===== config.mk =====
export PLATFORM = sky130hd
export DESIGN_NAME = uart_rx_fe
export DESIGN_NICKNAME = d
export VERILOG_FILES = /design/src/rtl/uart_pkg.sv /design/src/rtl/uart_baud_cnt.sv /design/src/rtl/uart_rx_fe.sv
export SDC_FILE = /design/constraint.sdc
export NUM_CORES = 1
export LEC_CHECK = 0
export CAP_MARGIN = 25
export CORE_MARGIN = 3
export CORE_UTILIZATION = 50
export CTS_CLUSTER_DIAMETER = 50
export DETAILED_ROUTE_END_ITERATION = 6
export PLACE_DENSITY = 0.7
export SYNTH_ARGS = -nofsm -noshare
export SYNTH_HDL_FRONTEND = slang
export SYNTH_SLANG_ARGS = --single-unit

===== constraint.sdc =====
create_clock -name i_clk -period 2.4 [get_ports i_clk]
set_input_delay 0.36 -clock i_clk [delete_from_list [all_inputs] [get_ports i_clk]]
set_output_delay 0.36 -clock i_clk [all_outputs]
set_load 0.02 [all_outputs]

===== src/rtl/uart_pkg.sv =====
// uart_pkg: shared types and limits for the UART receive/transmit blocks.
package uart_pkg;
    localparam int MAX_DATA_BITS = 9;
    localparam int MIN_BAUD_DIV  = 4;

    typedef enum logic [1:0] {
        PARITY_NONE = 2'd0,
        PARITY_EVEN = 2'd1,
        PARITY_ODD  = 2'd2
    } parity_e;

    typedef enum logic [2:0] {
        ST_IDLE,
        ST_START,
        ST_DATA,
        ST_PARITY,
        ST_STOP,
        ST_WAIT_IDLE
    } rx_state_e;
endpackage


===== src/rtl/uart_baud_cnt.sv =====
// uart_baud_cnt: bit-period down-counter; o_smp pulses when the count hits 0 while enabled.
module uart_baud_cnt
    import uart_pkg::*;
#(
    parameter int DIV      = 16,
    parameter int LOAD_VAL = 8
) (
    input  logic i_clk,
    input  logic i_reset,
    input  logic i_load,
    input  logic i_clr,
    input  logic i_en,
    output logic o_smp
);
    localparam int W = $clog2(DIV > MIN_BAUD_DIV ? DIV : MIN_BAUD_DIV);

    logic [W-1:0] cnt_q, cnt_d;

    always_comb begin
        o_smp = i_en && cnt_q == '0;
        cnt_d = i_load ? W'(LOAD_VAL) : i_clr ? '0 : cnt_q == '0 ? W'(DIV - 1) : cnt_q - 1'b1;
    end

    always_ff @(posedge i_clk) cnt_q <= i_reset ? '0 : cnt_d;
endmodule


===== src/rtl/uart_rx_fe.sv =====
// uart_rx_fe: parametrised UART receiver with parity, framing error and break detection.
// Define UART_RX_FE_SYNC_EN to pass i_rx through a 2-flop synchroniser (+2 cycles latency).
module uart_rx_fe
    import uart_pkg::*;
#(
    parameter int BAUD_DIV  = 16,
    parameter int DATA_BITS = 8,
    parameter int PARITY    = 0,
    parameter int STOP_BITS = 1
) (
    input  logic                 i_clk,
    input  logic                 i_reset,
    input  logic                 i_rx,
    output logic [DATA_BITS-1:0] o_data,
    output logic                 o_valid,
    output logic                 o_parity_err,
    output logic                 o_frame_err,
    output logic                 o_break
);
    localparam int   IW      = $clog2(MAX_DATA_BITS);
    localparam logic HAS_PAR = PARITY != int'(PARITY_NONE);
    localparam logic ODD     = PARITY == int'(PARITY_ODD);

    rx_state_e            state_q, state_d;
    logic [IW-1:0]        idx_q, idx_d;
    logic [DATA_BITS-1:0] shift_q, shift_d, data_q, data_d;
    logic                 par_q, par_d, perr_q, perr_d, pbit_q, pbit_d;
    logic                 ferr_q, ferr_d, stop0_q, stop0_d, sidx_q, sidx_d;
    logic                 rx_s, smp, load, clr, run, valid;

`ifdef UART_RX_FE_SYNC_EN
    logic [1:0] sync_q, sync_d;
    always_comb sync_d = {sync_q[0], i_rx};
    always_ff @(posedge i_clk) sync_q <= i_reset ? 2'b11 : sync_d;
    assign rx_s = sync_q[1];
`else
    assign rx_s = i_rx;
`endif

    assign run = state_q != ST_IDLE && state_q != ST_WAIT_IDLE;

    uart_baud_cnt #(.DIV(BAUD_DIV), .LOAD_VAL(BAUD_DIV / 2)) u_baud (
        .i_clk  (i_clk),
        .i_reset(i_reset),
        .i_load (load),
        .i_clr  (clr),
        .i_en   (run),
        .o_smp  (smp)
    );

    always_comb begin
        state_d = state_q;
        idx_d   = idx_q;
        shift_d = shift_q;
        par_d   = par_q;
        perr_d  = perr_q;
        pbit_d  = pbit_q;
        ferr_d  = ferr_q;
        stop0_d = stop0_q;
        sidx_d  = sidx_q;
        data_d  = data_q;
        valid   = 1'b0;
        load    = 1'b0;
        case (state_q)
            ST_IDLE: if (!rx_s) begin
                state_d = ST_START;
                load    = 1'b1;
                idx_d   = '0;
                par_d   = 1'b0;
                perr_d  = 1'b0;
                pbit_d  = 1'b0;
                ferr_d  = 1'b0;
                sidx_d  = 1'b0;
            end
            ST_START: if (smp) state_d = rx_s ? ST_IDLE : ST_DATA;
            ST_DATA: if (smp) begin
                shift_d = {rx_s, shift_q[DATA_BITS-1:1]};
                par_d   = par_q ^ rx_s;
                idx_d   = idx_q + 1'b1;
                if (idx_q == IW'(DATA_BITS - 1)) state_d = HAS_PAR ? ST_PARITY : ST_STOP;
            end
            ST_PARITY: if (smp) begin
                pbit_d  = rx_s;
                perr_d  = (par_q ^ rx_s) != ODD;
                state_d = ST_STOP;
            end
            // Frame completes in the cycle of the last stop sample, so outputs are combinational here.
            ST_STOP: if (smp) begin
                ferr_d  = ferr_q | ~rx_s;
                sidx_d  = 1'b1;
                stop0_d = sidx_q ? stop0_q : rx_s;
                if (sidx_q == 1'(STOP_BITS - 1)) begin
                    valid   = 1'b1;
                    data_d  = shift_q;
                    state_d = rx_s ? ST_IDLE : ST_WAIT_IDLE;
                end
            end
            ST_WAIT_IDLE: if (rx_s) state_d = ST_IDLE;
            default: state_d = ST_IDLE;
        endcase
        clr = state_d == ST_IDLE || state_d == ST_WAIT_IDLE;
    end

    always_ff @(posedge i_clk) begin
        if (i_reset) begin
            state_q <= ST_IDLE;
            idx_q   <= '0;
            shift_q <= '0;
            data_q  <= '0;
            par_q   <= 1'b0;
            perr_q  <= 1'b0;
            pbit_q  <= 1'b0;
            ferr_q  <= 1'b0;
            stop0_q <= 1'b0;
            sidx_q  <= 1'b0;
        end else begin
            state_q <= state_d;
            idx_q   <= idx_d;
            shift_q <= shift_d;
            data_q  <= data_d;
            par_q   <= par_d;
            perr_q  <= perr_d;
            pbit_q  <= pbit_d;
            ferr_q  <= ferr_d;
            stop0_q <= stop0_d;
            sidx_q  <= sidx_d;
        end
    end

    assign o_valid      = valid;
    assign o_data       = valid ? shift_q : data_q;
    assign o_parity_err = valid & perr_q;
    assign o_frame_err  = valid & ferr_d;
    assign o_break      = valid & ~|shift_q & ~pbit_q & ~stop0_d;
endmodule


# Word-level counts from Yosys, hierarchy flattened
# Cells that the tools add are included.
totals:
  input_bits: 3
  register_bits: 33
  memories: 0
  rom_bits: 0
  latchBits: 0
  wordCells: 92
  ramBits: 0
classes:
  add_sub_neg: 2
  div_mod_pow: 0
  n_reduce_logical: 18
  multipliers: 0
  muxes: 37
  shifts: 0
  bitwise_logic: 11
  n_lt_le_gt_ge: 0
  n_eq_ne: 12
ops:
  columns: ["operator", "count"]
  rows:
  - ["$mux W3", 9]
  - ["$mux W4", 5]
  - ["$pmux W3 S6", 1]
  - ["$mux W1", 14]
  - ["$reduce_and A3 Y1", 4]
  - ["$pmux W1 S2", 5]
  - ["$eq A3 B3 Y1 const B", 3]
  - ["$mux W8", 1]
  - ["$ne A2 B2 Y1 const B", 4]
  - ["$pmux W4 S2", 1]
  - ["$reduce_or A8 Y1", 1]
  - ["$eq A3 B2 Y1 const B", 2]
  - ["$logic_not A3 Y1", 2]
  - ["$reduce_bool A2 Y1", 3]
  - ["$and A1 B1 Y1", 5]
  - ["$add A4 B1 Y4 const B", 1]
  - ["$eq A4 B3 Y1 const B", 1]
  - ["$logic_not A4 Y1", 1]
  - ["$not A1 Y1", 4]
  - ["$sub A4 B1 Y4 const B", 1]
  - ["$eq A3 B1 Y1 const B", 1]
  - ["$ne A3 B3 Y1 const B", 1]
  - ["$reduce_bool A3 Y1", 1]
  - ["$reduce_or A3 Y1", 1]
  - ["other kinds (7)", 8]

# Logic depth before layout (Yosys ltp)
# Gate-level depths: netlist (run 1).
logic_depth:
  ltp_word: 9
  mapped_depth: 8
  mapped_depth_nobuf: 7

# Cells and area by module
# From an unflattened synthesis (run 1), not the netlist that was laid out.
hier_totals:
  hier_cells: 173
  area_unflattened_um2: 1498.9
modules_own_cells:
  columns: ["module", "n_inst", "seq_area_each_um2", "cells_each", "area_each_um2"]
  rows:
  - ["uart_rx_fe", 1, 560.5, 150, 1320.0]
  - ["uart_baud_cnt", 1, 80.1, 23, 178.9]

# Worst setup path after synthesis (run 1)
# No wires, ideal clock.
synth_path:
  kind: "flip-flop to output port"
  start: "register u_baud.cnt_q[0]"
  end: "output o_data[1]"
  n_path_buf: 1
  arrival_ns: 1.459
  setup_slack_ns: 0.581
  stages_incl_launch_ff: 7
  path_cell_list: "dfxtp_1 > inv_1 > ha_1 > nor4b_4 > nand2_2 > buf_6 > mux2_4"
synth_via:
  elab_chain_len: 5
synth_lines:
  columns: ["element", "line_no", "text"]
  rows:
  - ["start: declaration", "uart_baud_cnt.sv:17", "logic [W-1:0] cnt_q, cnt_d;"]
  - ["start signal: assignment", "uart_baud_cnt.sv:24", "always_ff @(posedge i_clk) cnt_q <= i_reset ? '0 : cnt_d;"]
  - ["$logic_not A4 Y1", "uart_baud_cnt.sv:20", "o_smp = i_en && cnt_q == '0;"]
  - ["$logic_and A1 B1 Y1", "uart_baud_cnt.sv:20", null]
  - ["$mux W1", "uart_rx_fe.sv:88", "ST_STOP: if (smp) begin"]
  - ["$mux W1", "uart_rx_fe.sv:64", "case (state_q)"]
  - ["$mux W8", "uart_rx_fe.sv:131", "assign o_data = valid ? shift_q : data_q;"]
  - ["end: declaration", "uart_rx_fe.sv:14", "output logic [DATA_BITS-1:0] o_data,"]
# Every way passes these cells.

# Worst setup path after layout (run 1)
layout_path:
  start: "register u_baud.cnt_q[0]"
  end: "output o_data[7]"
# Same word-level chain as after synthesis.

==> metrics.md, run 1 <==
| Metric | Value |
|---|---|
| H-tree Lvls | `2` |
| I/O Buffers | `14` |
| Full die area | `between 3000 and 4000 um^2` |
| CP Data Required Time | `roughly 2 ns` |
| Sum of negative setup slack | `0 ns` |
| Cts hold-fix bufs | `0` |
| Status | `complete, no violations` |
| Worst setup EP type | `output pin` |
| Post-Syn Area | `1523 um^2` |
| CP Launch Type | `register` |
| Initial antenna violation count | `0` |
| Grt ovf | `0` |
| Share of layout cells above drive strength 1 | `24.37%` |
| Cts bufs inserted | `5` |
| Initial detailed-routing violation count | `60` |
| Post-synthesis sequential area ratio | `between 40 and 50%` |
| Top-count cell post-synth | `dfxtp_1` |
| Vias | `1,248` |
| Fmax | `0.4483 GHz` |
| Vias per cell | `between 5 and 6` |
| WL final | `3.030 mm` |
| Asr flop ratio synth | `0%` |
| Overall die height | `61.19 um` |
| Final Setup Violations | `0` |
| Synth warn | `0` |
| Ant. Diodes | `0` |
| Global-route usage over all layers | `18.10%` |
| Seq. cell area | `641.9 um^2` |
| Max Cap Viol | `0` |
| Sink Count | `32` |
| Post-layout util | `62.98%` |
| RSZ-0062 raised after global routing | `false` |
| Dominant cells by area after synthesis | `dfxtp_1, mux2_4, nand2_1, a21oi_1, nor2_1` |
| WL per Instance | `13.29 um` |
| Synthesis-stage register bit count | `32` |
| Net count after synthesis | `between 150 and 200` |
| LEAKAGE | `between 0.7 and 0.8 nW` |
| Filler cells | `246` |
| Cell taking the most area after synthesis | `dfxtp_1` |
| TritonCTS clock tree | `done` |
| Post-route minimum period | `2.231 ns` |
| Arrival @ worst endpoint | `1.87 ns` |
| Hold Vio Cnt, Final | `0` |
| Ports | `15` |
| Maximum fanout along the worst path | `5` |
| Die Width | `61.19 um` |
| Peak supply drop | `0.5845 mV` |
| Post-synth top cells | `dfxtp_1, nand2_1, nor2_1` |
| Final Net Count | `201` |
| Max clock buf depth | `2` |
| Vias in the first global route | `1,131` |
| Hold/Removal Path Class | `reg2reg` |
| Power density cells | `approximately 940 nW/um^2` |
| Area Overhead vs Synth | `17.01%` |
| Final Max Slew Viols | `0` |
| Yosys top cell area share | `42.07%` |
| First-pass GRT wire length | `4.995 mm` |
| Multi-input gate area | `between 800 and 900 um^2` |
| Placer Congestion | `0.7865` |
| Clock skew | `~0.0055 ns` |
| Period utilization | `92.95%` |
| Residual DRC | `0` |
| Root buf cell | `clkbuf_4` |
| Largest net degree at the start of global routing | `16` |
| Core area | `approximately 2800 um^2` |
| Rel. slew slack | `between 70% and 80%` |
| Syn avg cell area | `~9 um^2` |
| Synth cell types | `between 40 and 50` |
| EDFF count, synth | `0` |
| Ys flop type | `dfxtp_1` |
| Clk_lat worst skew | `0.32 ns` |
| Standard-cell rows | `19` |
| Syn Inst Count | `169` |
| Initial core utilization | `53.83%` |
| Clk slew on worst S/H paths | `0.09 ns` |
| Final ANT Viol Nets | `0` |
| WS Path Type | `reg2out` |
| Least-Margin Pin Slew | `just over 0.4 ns` |
| DRT Pass-1 Iters | `4` |
| Final HPWL DP | `2.171 mm` |
## placed cells by master (no fill, tap or decap), types with 3 or more instances in the layout
cell,synthesis,layout
inv_1,6,6
buf_4,2,14
mux2_4,6,6
and2_1,10,10
a21oi_1,13,13
nand3_1,5,5
dlygate4sd2_1,0,3
nand2_1,22,22
nor3_1,4,4
clkbuf_4,0,5
nor4_1,3,3
clkbuf_2,0,9
dfxtp_1,32,31
nor2_1,17,17
o21ai_0,3,3
## what timing repair did
action,CTS,global route
gates resized for setup,22,10
hold endpoints to repair,0,0
pin swaps,1,0
endpoints found under the setup margin,12,9
setup buffers,2,0
cloned,1,0
## critical path, cell delays in order, from the launching register on
cell and delay (ns):
dfxtp_2 0.36, inv_1 0.06, ha_1 0.21, nor4b_4 0.13, buf_4 0.16, nand2_2 0.12
mux2_2 0.35, clkbuf_2 0.16
## stage by stage
| step | setup slack (ns) | hold WS, ns | total power [mW] | std cells | area [um^2] |
|---|---|---|---|---|---|
| 5_1_grt | 0.05528 | 0.4735 | 1.783 | 228 | 1782 |
| 3_3_place_gp | 0.04031 | 0.4558 | 1.262 | 217 | 1740 |
| 2_1_floorplan | 0.5812 | 0.4389 | 1.079 | 169 | 1523 |
| 6_report | 0.1693 | 0.4489 | 1.669 | 228 | 1782 |
| 3_5_place_dp | 0.006930 | 0.4636 | 1.287 | 217 | 1740 |
| 4_1_cts | 0.02215 | 0.4514 | 1.675 | 228 | 1826 |
## routing by layer
| metal | share of wire (%) | track usage (%) |
|---|---|---|
| met1 | 51 | 23.65 |
| met2 | 44 | 28.10 |
| met3 | 3.1 | 4.403 |
| met4 | 1.6 | 8.359 |
| met5 | 0 | 0 |
## cells by family after synthesis
| kind of cell | after synthesis | synth area share, % |
|---|---|---|
| xor gates and xnor gates | 4 | 2.301 |
| adders and majority gates | 2 | 1.643 |
| muxes | 8 | 7.395 |
| and+or+nand+nor | 76 | 27.36 |
| buffers and inverters | 15 | 4.847 |
| AOI/OAI and AO/OA | 32 | 14.38 |
| DFF | 32 | 42.07 |
## registers in the layout, indices dropped and copies added, names as in the netlist
signal	flops
perr_q	1
pbit_q	1
idx_q	4
ferr_q	1
sidx_q	1
u_baud.cnt_q	4
data_q	8
par_q	1
state_q	3
shift_q	8
## where the power goes
group	switching (mW)	internal, mW	total [mW]	leakage (nW)
sequential	0.0486	0.585	0.634	0.259
combinational	0.371	0.337	0.708	0.493
clock	0.184	0.143	0.327	0.0315
total	0.603	1.07	1.67	0.784
## final cells by class
class                           count  share of cell area (%)
Sequential cell                    32                   36.03
Multi-Input combinational cell    123                   46.00
Clock buffer                        7                   3.090
Inverter                            6                   1.264
Clock inverter                      1                  0.4213
Tap cell                           31                   2.177
Timing Repair Buffer               28                   11.03
## path summary, 6_finish.rpt
| path | end | depth (start not counted) | start | slack (ns) |
|---|---|---|---|---|
| worst max register to register | u_baud.cnt_q[1] | 10 | u_baud.cnt_q[0] | 0.45 |
| worst min-delay path | u_baud.cnt_q[0] | 1 | u_baud.cnt_q[0] | 0.45 |
| worst min register to register | u_baud.cnt_q[0] | 1 | u_baud.cnt_q[0] | 0.45 |
| worst max-delay path | o_data[7] | 7 | u_baud.cnt_q[0] | 0.17 |
Note: power is estimated with default switching activity, not from simulation.
==> inputs of run 2 (changes only) <==
--- a/config.mk
+++ b/config.mk
@@ -13,4 +13,5 @@
 export PLACE_DENSITY = 0.7
 export SYNTH_ARGS = -nofsm -noshare
 export SYNTH_HDL_FRONTEND = slang
+export SYNTH_HIERARCHICAL = 1
 export SYNTH_SLANG_ARGS = --single-unit
==> run 2 against run 1 <==
  * Clock skew is 0.0051 ns higher
  * Combinational power shrank 81%
  * Global-route usage rose by 1.4 points
  * Register-to-register slack worse by 0.36 ns
  * Cell area rose by 1.1%
  * Non-clock buffer count shrank 1
  * Die area decreased by 1.4%
  * Critical endpoint is now u_baud/cnt_q[3]
  * Largest power group is now sequential cells
==> metrics.md, run 2 <==
| Metric | Value |
|---|---|
| Standard-cell rows | `19 (unchanged)` |
| Post-layout util | `64.23% (+1.2 points)` |
| WL final | `3.289 mm (+8.5%)` |
| Initial core utilization | `53.43% (-0.39 points)` |
| Final ANT Viol Nets | `0 (unchanged)` |
| Vias in the first global route | `1,257 (+11%)` |
| First-pass GRT wire length | `5.333 mm (+6.8%)` |
| Final HPWL DP | `2.222 mm (+2.3%)` |
| Global-route usage over all layers | `19.51% (+1.4 points)` |
| Maximum fanout along the worst path | `3 (-2)` |
| Asr flop ratio synth | `0% (unchanged)` |
| Synth warn | `6 (+6)` |
| Die Width | `60.75 um (-0.71%)` |
| LEAKAGE | `0.7967 nW (+1.6%)` |
| Post-synth top cells | `dfxtp_1, nand2_1, a21oi_1, nor2_1, nor2b_1` |
| Most frequent cells in the layout | `dfxtp_1, nand2_1, nor2_1, a21oi_1, buf_4` |
| Root buf cell | `clkbuf_4` |
| I/O Buffers | `14 (unchanged)` |
| Arrival @ worst endpoint | `2.55 ns (+0.68 ns)` |
| Yosys top cell area share | `42.74% (+0.67 points)` |
| Clk slew on worst S/H paths | `0.10 ns (about the same)` |
| Worst setup EP type | `register` |
| Top-count cell post-synth | `dfxtp_1` |
| Ant. Diodes | `0 (unchanged)` |
| Max clock buf depth | `2 (unchanged)` |
| Final Max Slew Viols | `0 (unchanged)` |
| CP Launch Type | `register` |
| Largest net degree at the start of global routing | `25 (+9)` |
| Cts hold-fix bufs | `0 (unchanged)` |
| Dominant cells by area after synthesis | `dfxtp_1, mux2_4, nand2_1, a21oi_1, nor2b_1` |
| Worst Setup EP | `u_baud/cnt_q[3]` |
| Final Net Count | `205 (+2.0%)` |
| Cts bufs inserted | `5 (unchanged)` |
| EDFF count, synth | `0 (unchanged)` |
| Period utilization | `96.23% (+3.3 points)` |
| Synthesis-stage register bit count | `32 (unchanged)` |
| Final Setup Violations | `0 (unchanged)` |
| DRT Pass-1 Iters | `4 (unchanged)` |
| Post-synthesis sequential area ratio | `42.74% (+0.67 points)` |
| Placer Congestion | `0.8247 (+4.9%)` |
| Worst path top cell family by delay | `simple AND/OR/NAND/NOR gates` |
| Power density cells | `632.9 nW/um^2 (-32%)` |
| Rel. slew slack | `75.83% (+2.8 points)` |
| Slowest CP cell | `a221o_1` |
| Reg2reg setup slack | `0.09 ns (-0.36 ns)` |
| Vias per cell | `5.608 (+2.4%)` |
| RSZ-0062 raised after global routing | `true` |
| Residual DRC | `0 (unchanged)` |
| WL per Instance | `14.18 um (+6.7%)` |
| Sink Count | `32 (unchanged)` |
| Grt ovf | `0 (unchanged)` |
| Hold Vio Cnt, Final | `0 (unchanged)` |
| Peak supply drop | `0.5668 mV (-3.0%)` |
| Clk_lat worst skew | `0.33 ns (about the same)` |
| CP Data Required Time | `2.64 ns (+0.60 ns)` |
| Share of layout cells above drive strength 1 | `24.88% (+0.51 points)` |
| Most used cell along the critical path | `nor2_1` |
| Post-route minimum period | `2.310 ns (+0.07892 ns)` |
| Clock skew | `0.01065 ns (+0.005142 ns)` |
| Ports | `15 (unchanged)` |
| Synth cell types | `39 (-11%)` |
| Final Total Pwr | `1.140 mW (-32%)` |
| H-tree Lvls | `2 (unchanged)` |
| Full die area | `3691 um^2 (-1.4%)` |
| Initial detailed-routing violation count | `73 (+22%)` |
| Syn Inst Count | `173 (+2.4%)` |
| Max Cap Viol | `0 (unchanged)` |
| Filler cells | `258 (+4.9%)` |
| Cell taking the most area after synthesis | `dfxtp_1` |
| Overall die height | `60.75 um (-0.71%)` |
| Critical Path Start | `state_q[0]` |
| Net count after synthesis | `178 (+2.3%)` |
| Cell Chain, Critical Path | `nand2b_1 -> nand3b_1 -> and3_4 -> and2b_4 -> buf_4 -> nand2_1 -> a221o_1 -> xnor2_1 -> nor2_1 -> nor2_1 -> o21ai_0 -> o32ai_1` |
| WS Path Type | `reg2reg` |
| Initial antenna violation count | `0 (unchanged)` |
| Reg-to-reg startpoint | `state_q[0]` |
| Area Overhead vs Synth | `20.20%` |
| Most common cell after layout, fill and taps aside | `dfxtp_1` |
| Post-Syn Area | `1499 um^2 (-1.6%)` |
| Status | `complete, no violations` |
| Fmax | `0.4330 GHz (-3.4%)` |
| RR Endpoint | `u_baud/cnt_q[3]` |
| CP peak stage delay | `0.36 ns (about the same)` |
| Critical Path Stages | `12 (+5)` |
| Ys flop type | `dfxtp_1` |
| Syn avg cell area | `8.664 um^2 (-3.8%)` |
| R2R cell count | `12 (+2)` |
| Largest regs | `data_q (8), shift_q (8)` |
| Worst Path Buf+Inv | `1 (-2)` |
| TritonCTS clock tree | `done` |
| Vias | `1,301 (+4.2%)` |
| Core area | `2805 um^2 (-0.84%)` |
| Least-Margin Pin Slew | `0.3626 ns (-0.04061 ns)` |
| Hold/Removal Path Class | `reg2reg` |
## run 2: cell types whose count changed after synthesis, sizes merged, moves of 3 or more
cell    previous run  this run
and3               1         4
and2              10         0
nand2             23        28
nor2b              2        10
nand2b             1         4
nor3b              4         0
a22oi              3         0
a21oi             13        16
## run 2: worst min-delay path by stage
stage	to	start	depth (start not counted)
after floorplan	u_baud/cnt_q[0]	u_baud/cnt_q[0]	1
after global placement	ferr_q	ferr_q	1
after detailed placement	ferr_q	ferr_q	1
after CTS	perr_q	perr_q	2
after global routing	ferr_q	ferr_q	1
final	perr_q	perr_q	2
## run 2: repair_timing
action                     CTS  global route
pin swaps                    0             3
setup endpoints to repair   13            11
cloned                       1             0
gates resized for setup     33            12
setup buffers                0             0
## run 2: through the flow
step                 TNS, ns  hold WS (ns)  instances  cell area (um^2)  worst slack, ns
floorplan                  0        0.4292        173              1499          0.09243
global placement     -0.1123        0.4492        223              1730          -0.1123
detailed placement  -0.08145        0.4579        223              1730         -0.08145
CTS                        0        0.4740        232              1859         0.006303
global route        -0.02591        0.5012        232              1802         -0.02591
finish                     0        0.4759        232              1802          0.09040
## run 2: cell families (layout without fill, tap and decap cells)
group / after synthesis / in the layout / synth area share (%)
and+or+nand+nor: 85 / 86 / 29.80
DFF: 32 / 32 / 42.74
AOI/OAI and AO/OA: 26 / 26 / 10.10
buffers and inverters: 15 / 42 / 4.757
muxes: 8 / 8 / 8.014
xor gates and xnor gates: 5 / 5 / 2.922
adders and majority gates: 2 / 2 / 1.669
## run 2: final cells by class
class	count	area (um^2)	share of cell area, %
Clock inverter	1	30.03	1.667
Timing Repair Buffer	27	185.2	10.28
Clock buffer	7	65.06	3.611
Sequential cell	32	643.1	35.69
Inverter	7	26.28	1.458
Tap cell	31	38.79	2.153
Multi-Input combinational cell	127	813.3	45.14
## run 2: report_power, final
group	total, mW	switching (mW)	internal (mW)
registers	0.551	0.00822	0.542
logic	0.131	0.0726	0.0579
clock network	0.459	0.183	0.276
## run 2: layer usage
layer	part of all wire [%]	vias up	GRT usage, %
li1	-	644	-
met1	46	608	23.05
met2	48	45	32.37
met3	4.9	4	7.234
met4	1.0	0	7.121
met5	0	-	0
## run 2: worst reg2reg max path, cell delays in order, from the launching register on
cell and delay (ns):
dfxtp_2 0.34, nand2b_1 0.16, nand3b_1 0.09, and3_4 0.21, and2b_4 0.22, buf_4 0.14, nand2_1 0.05, a221o_1 0.36
xnor2_1 0.16, nor2_1 0.06, nor2_1 0.11, o21ai_0 0.10, o32ai_1 0.21
